==> src/rtl/condicionador_botoes_pkg.sv <==
`default_nettype none
// ============================================================================
//  Module   : condicionador_botoes_pkg
//  Purpose  : Shared definitions for the button conditioner: button width,
//             default debounce / stuck-button windows, FSM state encoding
//             and a one-hot test helper.
//  Revision : 1.0 - initial release
// ============================================================================
package condicionador_botoes_pkg;

    localparam int C_LARGURA_BOTOES         = 4;
    localparam int C_DEBOUNCE_CICLOS_PADRAO = 50000;
    localparam int C_TRAVADO_CICLOS_PADRAO  = 5000000;

    typedef enum logic [2:0] {
        OCIOSO       = 3'd0,
        FILTRA       = 3'd1,
        VALIDA       = 3'd2,
        ESPERA_SOLTA = 3'd3,
        FILTRA_SOLTA = 3'd4
    } estado_t;

    // True when exactly one bit is set (v & (v-1) clears the lowest set bit).
    function automatic logic eh_one_hot(input logic [C_LARGURA_BOTOES-1:0] v);
        return (v != '0) && ((v & (v - 1'b1)) == '0);
    endfunction

endpackage
`default_nettype wire

==> src/rtl/condicionador_botoes_sincronizador.sv <==
`default_nettype none
// ============================================================================
//  Module   : sincronizador
//  Purpose  : Two-flop synchronizer bringing asynchronous inputs into the
//             clock domain.
//  Ports    : clock  - system clock (rising edge)
//             reset  - asynchronous active-low reset
//             d      - asynchronous input bus [LARGURA-1:0]
//             q      - synchronized output bus [LARGURA-1:0]
//  Revision : 1.0 - initial release
// ============================================================================
module sincronizador #(
    parameter int LARGURA = 4
) (
    input  logic               clock,
    input  logic               reset,
    input  logic [LARGURA-1:0] d,
    output logic [LARGURA-1:0] q
);

    logic [LARGURA-1:0] meta_q;
    logic [LARGURA-1:0] sinc_q;

    always_ff @(posedge clock or negedge reset) begin
        if (!reset) begin
            meta_q <= '0;
            sinc_q <= '0;
        end else begin
            meta_q <= d;
            sinc_q <= meta_q;
        end
    end

    assign q = sinc_q;

endmodule
`default_nettype wire

==> src/rtl/condicionador_botoes.sv <==
`default_nettype none
// ============================================================================
//  Module   : condicionador_botoes
//  Purpose  : Synchronizes and debounces four player buttons, validating
//             one-hot presses into a held jogada code with a one-cycle
//             jogada_feita pulse per physical press.
//  Ports    : clock         - system clock (rising edge)
//             reset         - asynchronous active-low reset
//             botoes[3:0]   - raw asynchronous active-high buttons
//             limpa         - synchronous clear of jogada
//             jogada[3:0]   - last validated one-hot button code
//             jogada_feita  - single-cycle pulse per validated press
//             db_tem_jogada - any synchronized button bit high
//             travado       - button held beyond TRAVADO_CICLOS
//             db_estado[2:0]- FSM state code
//  Options  : CONDICIONADOR_TRAVADO_EN - builds the stuck-button detector;
//             when undefined travado is tied to 0.
//  Revision : 1.0 - initial release
// ============================================================================
module condicionador_botoes
    import condicionador_botoes_pkg::*;
#(
    parameter int DEBOUNCE_CICLOS = C_DEBOUNCE_CICLOS_PADRAO,
    parameter int TRAVADO_CICLOS  = C_TRAVADO_CICLOS_PADRAO
) (
    input  logic                        clock,
    input  logic                        reset,
    input  logic [C_LARGURA_BOTOES-1:0] botoes,
    input  logic                        limpa,
    output logic [C_LARGURA_BOTOES-1:0] jogada,
    output logic                        jogada_feita,
    output logic                        db_tem_jogada,
    output logic                        travado,
    output logic [2:0]                  db_estado
);

    localparam int CONT_MAX     = (DEBOUNCE_CICLOS > TRAVADO_CICLOS) ?
                                  DEBOUNCE_CICLOS : TRAVADO_CICLOS;
    localparam int LARGURA_CONT = $clog2(CONT_MAX + 1);

    // Counter stops at these terminal values; it is never allowed past them.
    localparam logic [LARGURA_CONT-1:0] FIM_DEBOUNCE = LARGURA_CONT'(DEBOUNCE_CICLOS - 1);
    localparam logic [LARGURA_CONT-1:0] UM           = LARGURA_CONT'(1);

    logic [C_LARGURA_BOTOES-1:0] s;

    estado_t                     estado_q,    estado_d;
    logic [C_LARGURA_BOTOES-1:0] candidato_q, candidato_d;
    logic [LARGURA_CONT-1:0]     contador_q,  contador_d;
    logic [C_LARGURA_BOTOES-1:0] jogada_q,    jogada_d;

    sincronizador #(
        .LARGURA (C_LARGURA_BOTOES)
    ) u_sincronizador (
        .clock (clock),
        .reset (reset),
        .d     (botoes),
        .q     (s)
    );

`ifdef CONDICIONADOR_TRAVADO_EN
    localparam logic [LARGURA_CONT-1:0] FIM_TRAVADO = LARGURA_CONT'(TRAVADO_CICLOS - 1);
    logic travado_q, travado_d;
`endif

    always_ff @(posedge clock or negedge reset) begin
        if (!reset) begin
            estado_q    <= OCIOSO;
            candidato_q <= '0;
            contador_q  <= '0;
            jogada_q    <= '0;
`ifdef CONDICIONADOR_TRAVADO_EN
            travado_q   <= 1'b0;
`endif
        end else begin
            estado_q    <= estado_d;
            candidato_q <= candidato_d;
            contador_q  <= contador_d;
            jogada_q    <= jogada_d;
`ifdef CONDICIONADOR_TRAVADO_EN
            travado_q   <= travado_d;
`endif
        end
    end

    always_comb begin
        estado_d    = estado_q;
        candidato_d = candidato_q;
        contador_d  = contador_q;
        jogada_d    = jogada_q;
`ifdef CONDICIONADOR_TRAVADO_EN
        travado_d   = travado_q;
`endif
        // Placed first so a simultaneous VALIDA load below overrides it.
        if (limpa) begin
            jogada_d = '0;
        end

        case (estado_q)
            OCIOSO: begin
                if (s != '0) begin
                    candidato_d = s;
                    contador_d  = '0;
                    estado_d    = FILTRA;
                end
            end
            FILTRA: begin
                if (s != candidato_q) begin
                    estado_d = OCIOSO;
                end else if (contador_q == FIM_DEBOUNCE) begin
                    contador_d = '0;
                    if (eh_one_hot(candidato_q)) begin
                        estado_d = VALIDA;
                        jogada_d = candidato_q;
                    end else begin
                        // Chords are swallowed: wait for release, no pulse.
                        estado_d = ESPERA_SOLTA;
                    end
                end else begin
                    contador_d = contador_q + UM;
                end
            end
            VALIDA: begin
                contador_d = '0;
                estado_d   = ESPERA_SOLTA;
            end
            ESPERA_SOLTA: begin
                if (s == '0) begin
                    contador_d = '0;
                    estado_d   = FILTRA_SOLTA;
`ifdef CONDICIONADOR_TRAVADO_EN
                    travado_d  = 1'b0;
                end else if (contador_q == FIM_TRAVADO) begin
                    travado_d  = 1'b1;
                end else begin
                    contador_d = contador_q + UM;
`endif
                end
            end
            FILTRA_SOLTA: begin
                if (s != '0) begin
                    // Release bounce: keep waiting, never re-arm a press.
                    contador_d = '0;
                    estado_d   = ESPERA_SOLTA;
                end else if (contador_q == FIM_DEBOUNCE) begin
                    estado_d = OCIOSO;
                end else begin
                    contador_d = contador_q + UM;
                end
            end
            default: begin
                estado_d = OCIOSO;
            end
        endcase
    end

    assign jogada        = jogada_q;
    assign jogada_feita  = (estado_q == VALIDA);
    assign db_tem_jogada = |s;
    assign db_estado     = estado_q;
`ifdef CONDICIONADOR_TRAVADO_EN
    assign travado       = travado_q;
`else
    assign travado       = 1'b0;
`endif

endmodule
`default_nettype wire

==> config.mk <==
export PLATFORM = sky130hd
export DESIGN_NAME = condicionador_botoes
export DESIGN_NICKNAME = d
export VERILOG_FILES = /design/src/rtl/condicionador_botoes_pkg.sv /design/src/rtl/condicionador_botoes_sincronizador.sv /design/src/rtl/condicionador_botoes.sv
export SDC_FILE = /design/constraint.sdc
export NUM_CORES = 1
export LEC_CHECK = 0
export BUFFER_PORTS_ARGS = -buffer_cell sky130_fd_sc_hd__buf_2
export CAP_MARGIN = 20
export CORE_MARGIN = 1.5
export CORE_UTILIZATION = 45
export CTS_CLUSTER_DIAMETER = 30
export DETAILED_ROUTE_END_ITERATION = 7
export GPL_TIMING_DRIVEN = 0
export PLACE_DENSITY = 0.69
export SLEW_MARGIN = 10
export SYNTH_ARGS = -nofsm -noshare
export SYNTH_HDL_FRONTEND = slang
export SYNTH_SLANG_ARGS = --single-unit
==> constraint.sdc <==
create_clock -name clock -period 3.7 [get_ports clock]
set_clock_uncertainty 0.2 [all_clocks]
set_input_delay 0.74 -clock clock [delete_from_list [all_inputs] [get_ports clock]]
set_output_delay 0.74 -clock clock [all_outputs]
set_load 0.03 [all_outputs]
Yosys cells after proc, flatten, opt, wreduce, memory -nomap -nowiden
Index checks and enable logic that the tools add are counted.
{ "totals": {"in_bits": 7, "word_cells": 52, "reg_bits": 42} }
{ "op_classes": {"n_eq_ne": 12, "bitwise_logic": 1, "n_reduce_logical": 11, "n_mux": 20, "n_addsub": 2} }
{ "ops": {"columns": ["operator", "count"], "rows": [
  ["23-bit 2-to-1 mux", 6],
  ["23-bit case mux with 5 select lines", 1],
  ["23-bit by 1-bit adder with 23-bit output (second input constant)", 1],
  ["23-bit by 16-bit equality test with 1-bit output (second input constant)", 1],
  ["4-bit 2-to-1 mux", 5],
  ["3-bit 2-to-1 mux", 6],
  ["3-bit case mux with 5 select lines", 1],
  ["3-bit != test (second input constant)", 3],
  ["4-bit logical NOT", 2],
  ["4-bit nonzero test", 2],
  ["3-bit by 2-bit equality test with 1-bit output (second input constant)", 2],
  ["2-bit != test (second input constant)", 3],
  ["5-bit AND reduction", 1],
  ["5-bit nonzero test", 1],
  ["4-bit AND", 1],
  ["4-bit != test", 1],
  ["4-bit AND reduction", 1],
  ["4-bit OR reduction", 1],
  ["4-bit by 1-bit subtractor with 4-bit output (second input constant)", 1],
  ["3-bit by 1-bit equality test with 1-bit output (second input constant)", 1],
  ["3-bit equality test (second input constant)", 1],
  ["3-bit logical NOT", 1],
  ["2-bit AND reduction", 1],
  ["1-bit logical AND", 1],
  ["1-bit 2-to-1 mux", 1]
]} }

Depth between registers and ports, before layout
Gate-level depths: netlist (run 1).
{ "logic_depth": {"depth_word": 8, "ltp_mapped": 9, "depth_no_buf": 7} }

Modules after synthesis
From an unflattened synthesis (run 1), not the netlist that was laid out.
{ "hier_totals": {"cells_unflattened": 233, "area_unflattened_um2": 2254.7} }
{ "modules_own_cells": {"columns": ["module", "instances", "seq_area_each_um2", "area_per_inst_um2", "cells_each"], "rows": [
  ["condicionador_botoes", 1, 850.8, 2054.5, 225],
  ["sincronizador", 1, 200.2, 200.2, 8]
]} }

Least setup slack after synthesis (run 1)
Ideal clock, no wire load.
{ "synth_timing": {"kind": "register to output", "start": "register estado_q[1] (netlist: db_estado[1])", "end": "output port jogada_feita", "path_stages_with_launch": 4, "t_arrival_ps": 1686, "n_path_buf": 1, "slack_ps": 1074, "cell_sequence": "dfrtp_1 > clkbuf_1 > inv_1 > nor3_1"} }
{ "synth_between": {"elab_chain_cells": 1} }
{ "synth_rtl": {"columns": ["element", "line_no", "text"], "rows": [
  ["start: declaration", "condicionador_botoes.sv:47", "estado_t estado_q, estado_d;"],
  ["start signal: assignment", "condicionador_botoes.sv:76", "estado_q <= estado_d;"],
  ["3-bit by 2-bit equality test with 1-bit output", "condicionador_botoes.sv:158", "assign jogada_feita = (estado_q == VALIDA);"],
  ["end: declaration", "condicionador_botoes.sv:31", "output logic jogada_feita,"]
]} }
No other way between the ends.

Final worst setup path (run 1)
{ "layout_timing": {"start": "register contador_q[0]", "end": "register contador_q[16]"} }
{ "layout_between": {"elab_chain_cells": 4, "elab_cells_between_ends": 9} }
{ "layout_rtl": {"columns": ["element", "line_no", "text"], "rows": [
  ["start: declaration", "condicionador_botoes.sv:49", "logic [LARGURA_CONT-1:0] contador_q, contador_d;"],
  ["start signal: assignment", "condicionador_botoes.sv:78", "contador_q <= contador_d;"],
  ["23-bit by 1-bit adder with 23-bit output / 23-bit by 16-bit equality test with 1-bit output (equally long branches)", null, null],
  ["23-bit 2-to-1 mux (on tied branches)", "condicionador_botoes.sv:145, condicionador_botoes.sv:110", null],
  ["23-bit 2-to-1 mux (on tied branches)", "condicionador_botoes.sv:141, condicionador_botoes.sv:108", null],
  ["23-bit case mux with 5 select lines", "condicionador_botoes.sv:99", "case (estado_q)"]
]} }
Several ways; a longest one is shown, not always the timed one. The select of a mux whose other input is x is not followed.
A chain may end at the register's enable or synchronous reset.

==> impl_metrics.yaml, run 1 <==
status:
  outcome: "complete, no violations"
routing:
  drt-initial-drc-count: 229
  vias: 1759
  wl_per_cell_um: 14.71
  vias_per_cell: 5.825
  first_pass_iters: 4
  met3_length_um: 145
  ant_nets: 0
  routed.top_layer: "met4"
  drc: 0
  routed_wl_um: 4442
  wl_met1_um: 2267
  wl_met2_um: 1966
global_route:
  grt_pass1_wl_um: 7638
  grt_use_total_pct: 19.28
  antenna_found_initial: 0
  grt.overflow.total: 0
  grt_max_degree: 43
  grt_pass1_vias: 1607
cts:
  cts_hold_buf: 0
  postCtsResizedCells: 0
  clk_latency_ns: 0.29
  root_buffer: "clkbuf_8"
  clock-sinks: 42
  htree_levels: 2
  clk_pin_slew_ns: 0.08
  cts_buffer_depth: 2
  post_cts_buffers: 0
  cts_buffers: 5
  cts_tree: "done"
logic_synthesis:
  ys_ff_latch: 42
  synth_flop_cell: "dfrtp_1"
  synthArstFlopShare_pct: 100.0
  synthesis.nets: 233
  synth_area_per_cell_sq_um: 9.598
  synth_edf_count: 0
  syn_area_sq_um: 2160
  yosysWarningCount: 0
  synthCells: 225
  yosysSeqAreaShare_pct: 48.67
  synth.distinct_cells: 47
final_layout:
  final_cell_mix: "42 x dfrtp_1, 21 x nand2_1, 17 x buf_2"
  post-route-util_pct: 51.76
  drive_above_1_share_pct: 12.10
  n_antenna_cell: 0
  num-fill-cells: 421
  nNetsFinal: 255
  syn2layout_area_growth_pct: 11.70
  layout_commonest_cell: "dfrtp_1"
place:
  gp_congestion: 0.8066
  dp_slack_ns: 0.8748
  io_buffers: 15
  place_hpwl_um: 3112
sta:
  setup_viol: 0
  rsz0062_at_grt: "no"
  fin_crit_ns: 2.874
  worst_slack_ns: 0.8258
  post-route-period-util_pct: 77.68
  hold_viol: 0
  tns_ns: 0
  slew_headroom_pct: 39.16
  tightestPinTransition_ns: 0.9125
  max_freq_mhz: 347.9
  maxSlewViolCount: 0
worst_setup_path:
  endpoint_kind: "register"
  required_ns: 3.72
  cp_max_fo: 9
  start_kind: "register"
  worst-setup-path-type: "reg2reg"
  critPathSlowestCell: "or4_1"
  worstPathArrival_ns: 2.89
  cp_cell_sequence: "ha_1, and3_1, nand4_1, o211a_1, clkbuf_1, o21ai_1, or4_1, a21oi_1"
  cp_slowest_stage_delay_ns: 0.55
power_and_ir_drop:
  powerDensity_nw_per_um2: 524.6
  leakage_nw: 1.053
  vdd_ir_drop_max_uv: 284.3
run:
  maxCapViolCount: 0
floorplan:
  die_area_sq_um: 5224
  rows: 25
  io_pins: 17
  core_area_sq_um: 4661
  die_h_um: 72.28
  fp.dieW_um: 72.28
  start_util_pct: 46.34
hold_path:
  hp-class: "reg2reg"
==> report_power, final <==
group          internal (mW)  switching (mW)
logic                  0.136           0.245
clock network          0.201           0.154
registers              0.496          0.0328
total                  0.834           0.432
==> sequential cells by signal, summed over array words and instances, names as in the netlist <==
name	count
contador_q	23
db_estado	3
u_sincronizador.meta_q	4
jogada	4
candidato_q	4
u_sincronizador.q	4
==> worst max-delay path, delay by kind of cell (launching register included) <==
kind                     cells  cell delay (ns)
AND/OR/NAND/NOR              3             0.96
AO/OA/AOI/OAI                3             0.62
flip-flops                   1             0.42
buffers and inverters        1             0.35
adder cells (fa/ha/maj)      1             0.24
==> synth_stat cells, drive strengths merged, types with 2 or more instances <==
cell type  number  area [sq um]
and3            5         31.28
o2111ai         3         26.28
xnor2           4         35.03
o31ai           4         43.79
buf             3         17.52
nand3b          4         30.03
nand2          21         78.83
or3             4         25.02
o211ai          3         22.52
inv            11         41.29
nand3          10         50.05
dfrtp          42          1051
a22o            4         35.03
a21oi          12         60.06
nor3            8         45.04
nand4           6         37.54
mux2i           2         20.02
nor2b           2         12.51
o21ai          16         80.08
or4             3         22.52
clkbuf          7         26.28
a21o            5         37.54
nor4            5         37.53
xor2            9         78.83
nor4b           4         35.03
nor2           13         48.80
==> cell families after synthesis <==
family                     share of synthesized area (%)
muxes                                             0.9270
buffers and inverters                              3.940
DFF                                                48.67
AOI/OAI and AO/OA                                  17.73
other                                             0.1736
and+or+nand+nor                                    22.71
adders and majority gates                         0.5793
xor gates and xnor gates                           5.272
==> cell type report <==
cell class                      instances  area [sq um]  area share [%]
Buffer                                 10         43.79           1.815
Clock buffer                            6         72.57           3.008
Clock inverter                          2         37.54           1.556
Inverter                               11         41.29           1.712
Multi-Input combinational cell        162          1023           42.43
Sequential cell                        42          1051           43.57
Tap cell                               54         67.56           2.801
Timing Repair Buffer                   15         75.07           3.112
==> layer usage <==
| layer | global-route usage, % | vias to the layer above |
|---|---|---|
| met5 | 0 | - |
| met4 | 8.386 | 0 |
| met3 | 4.722 | 4 |
| met2 | 27.57 | 31 |
| met1 | 27.89 | 858 |
| li1 | - | 866 |
==> path summary, 6_finish.rpt <==
check	from	to	slack [ns]	cells after the start
max reg2reg	contador_q[0]$_DFFE_PN0P_	contador_q[16]$_DFFE_PN0P_	0.83	8
min reg2reg	u_sincronizador.meta_q[1]$_DFF_PN0_	u_sincronizador.q[1]$_DFF_PN0_	0.15	0
min	u_sincronizador.meta_q[1]$_DFF_PN0_	u_sincronizador.q[1]$_DFF_PN0_	0.15	0
min in group asynchronous	reset	jogada[2]$_DFF_PN0_	0.36	1
max in group asynchronous	reset	contador_q[3]$_DFFE_PN0P_	2.35	1
max	contador_q[0]$_DFFE_PN0P_	contador_q[16]$_DFFE_PN0P_	0.83	8
==> per-stage QoR <==
step | hold slack (ns) | power (mW) | instance area [sq um] | std cells
after floorplan | 0.1312 | 0.8233 | 2160 | 225
after detailed placement | 0.1371 | 0.9214 | 2302 | 294
after global placement | 0.1313 | 0.9131 | 2302 | 294
after CTS | 0.1564 | 1.280 | 2412 | 302
after global routing | 0.1657 | 1.353 | 2412 | 302
final | 0.1534 | 1.265 | 2412 | 302
(Power assumes the default switching activity.)
==> run 2, diff against run 1 <==
==> constraint.sdc (replaced) <==
create_clock -name clock -period 2.9 [get_ports clock]
set_clock_uncertainty 0.2 [all_clocks]
set_input_delay 0.58 -clock clock [delete_from_list [all_inputs] [get_ports clock]]
set_output_delay 0.58 -clock clock [all_outputs]
set_load 0.03 [all_outputs]
==> run 2 against run 1 <==
Net effect: worst setup slack got worse by 0.67 ns; count of clock-buffer cells in the layout unchanged; critical path depth decreased by 1; hold slack about the same; wire length increased by 0.86%; combinational power increased by 28%; power increased by 28%; sequential share of layout area about the same; via count decreased by 0.28%; non-clock buffer count decreased by 1; sequential cell count unchanged; register-to-register slack got worse by 0.67 ns.
==> impl_metrics.yaml, run 2 (same netlist as run 1, synthesis figures left out) <==
global_route:
  grt_pass1_vias: 1607
  grt_pass1_wl_um: 7638
  grt_use_total_pct: 19.28
  grt_max_degree: 43
  antenna_found_initial: 0
  grt.overflow.total: 0
routing:
  routed_wl_um: 4480
  vias: 1754
  drc: 0
  drt-initial-drc-count: 208
  ant_nets: 0
  wl_per_cell_um: 14.88
  vias_per_cell: 5.827
  first_pass_iters: 4
final_layout:
  finalInstanceArea_sq_um: 2415
  num-fill-cells: 420
  syn2layout_area_growth_pct: 11.82
  final_cell_mix: "42 x dfrtp_1, 21 x nand2_1, 17 x buf_2"
  top_register: "contador_q"
  n_antenna_cell: 0
  layout_commonest_cell: "dfrtp_1"
  drive_above_1_share_pct: 12.55
  largest_reg_flops: 23
  nNetsFinal: 254
sta:
  maxSlewViolCount: 0
  worst_slack_ns: 0.1586
  slew_headroom_pct: 39.23
  max_freq_mhz: 364.8
  hold_viol: 0
  post-route-period-util_pct: 94.53
  tns_ns: 0
  setup_viol: 0
  tightestPinTransition_ns: 0.9116
  rsz0062_at_grt: "yes"
  fin_crit_ns: 2.741
cts:
  clock-sinks: 42
  cts_hold_buf: 0
  htree_levels: 2
  root_buffer: "clkbuf_8"
  postCtsResizedCells: 0
  cts_tree: "done"
  cts_buffers: 5
  post_cts_buffers: 0
  cts_buffer_depth: 2
  clk_latency_ns: 0.30
  clk_pin_slew_ns: 0.08
worst_setup_path:
  endpoint_kind: "register"
  r2r-end: "contador_q[15]$_DFFE_PN0P_"
  rr_startpoint: "contador_q[4]$_DFFE_PN0P_"
  worst-setup-path-type: "reg2reg"
  rr_worst_depth: 7
  start_kind: "register"
  crit_end: "contador_q[15]$_DFFE_PN0P_"
  required_ns: 2.92
  worstPathArrival_ns: 2.76
  worstSetupStartpoint: "contador_q[4]$_DFFE_PN0P_"
  cp_max_fo: 10
  ff2ff_setup_slack_ns: 0.16
floorplan:
  io_pins: 17
  die_area_sq_um: 5224
  die_h_um: 72.28
  fp.dieW_um: 72.28
  rows: 25
  start_util_pct: 46.34
  core_area_sq_um: 4661
status:
  outcome: "complete, no violations"
power_and_ir_drop:
  leakage_nw: 1.052
  powerDensity_nw_per_um2: 669.8
  total_power_mw: 1.617
  vdd_ir_drop_max_uv: 363.6
place:
  dp_slack_ns: 0.07480
  io_buffers: 15
  place_area_sq_um: 2302
  place_hpwl_um: 3112
  gp_congestion: 0.8066
run:
  maxCapViolCount: 0
hold_path:
  hp-class: "reg2reg"
run 2: cell count changes in the layout (fill, tap and decap cells not counted), sizes merged:
cell / delta
clkbuf: -1
run 2: routing by layer:
metal | track usage, % | vias up | routed length, um
met5 | 0 | - | 0
met4 | 8.386 | 0 | 63
met3 | 4.722 | 4 | 150
met2 | 27.57 | 39 | 1965
met1 | 27.89 | 846 | 2301
li1 | - | 865 | -
run 2: stage by stage:
step                util (%)  std cells  hold WS [ns]
CTS                    51.76        302        0.1564
finish                 51.81        301        0.1534
floorplan                  -        225       0.08441
global placement       49.40        294        0.1313
detailed placement     49.40        294        0.1371
global route           51.81        301        0.1657
run 2: critical path, stage by stage, from the launching register on:
cell and delay (ns):
dfrtp_1 0.47, nor4b_1 0.40, nand4_1 0.25, o211a_1 0.42, nor2_1 0.39, buf_2 0.31, o31ai_1 0.11, a21oi_1 0.12
run 2: layout make-up:
class	instances	area, sq um	area share (%)
Buffer	9	40.04	1.658
Clock buffer	6	72.57	3.005
Clock inverter	2	37.54	1.554
Inverter	11	41.29	1.710
Multi-Input combinational cell	162	1030	42.64
Sequential cell	42	1051	43.52
Tap cell	54	67.56	2.798
Timing Repair Buffer	15	75.07	3.109
run 2: worst min path at each step:
stage	slack, ns	endpoint	cells after the start	startpoint
floorplan	0.08	candidato_q[0]$_DFFE_PN0P_	0	reset
global placement	0.13	u_sincronizador.q[0]$_DFF_PN0_	0	u_sincronizador.meta_q[0]$_DFF_PN0_
detailed placement	0.14	u_sincronizador.q[1]$_DFF_PN0_	0	u_sincronizador.meta_q[1]$_DFF_PN0_
CTS	0.16	u_sincronizador.q[1]$_DFF_PN0_	0	u_sincronizador.meta_q[1]$_DFF_PN0_
global route	0.17	u_sincronizador.q[3]$_DFF_PN0_	0	u_sincronizador.meta_q[3]$_DFF_PN0_
finish	0.15	u_sincronizador.q[1]$_DFF_PN0_	0	u_sincronizador.meta_q[1]$_DFF_PN0_
run 2: power by group:
group / internal, mW / leakage (nW) / total, mW / switching [mW]
clock: 0.257 / 0.0514 / 0.453 / 0.196
sequential: 0.633 / 0.558 / 0.675 / 0.0421
combinational: 0.174 / 0.443 / 0.489 / 0.316
total: 1.06 / 1.05 / 1.62 / 0.554
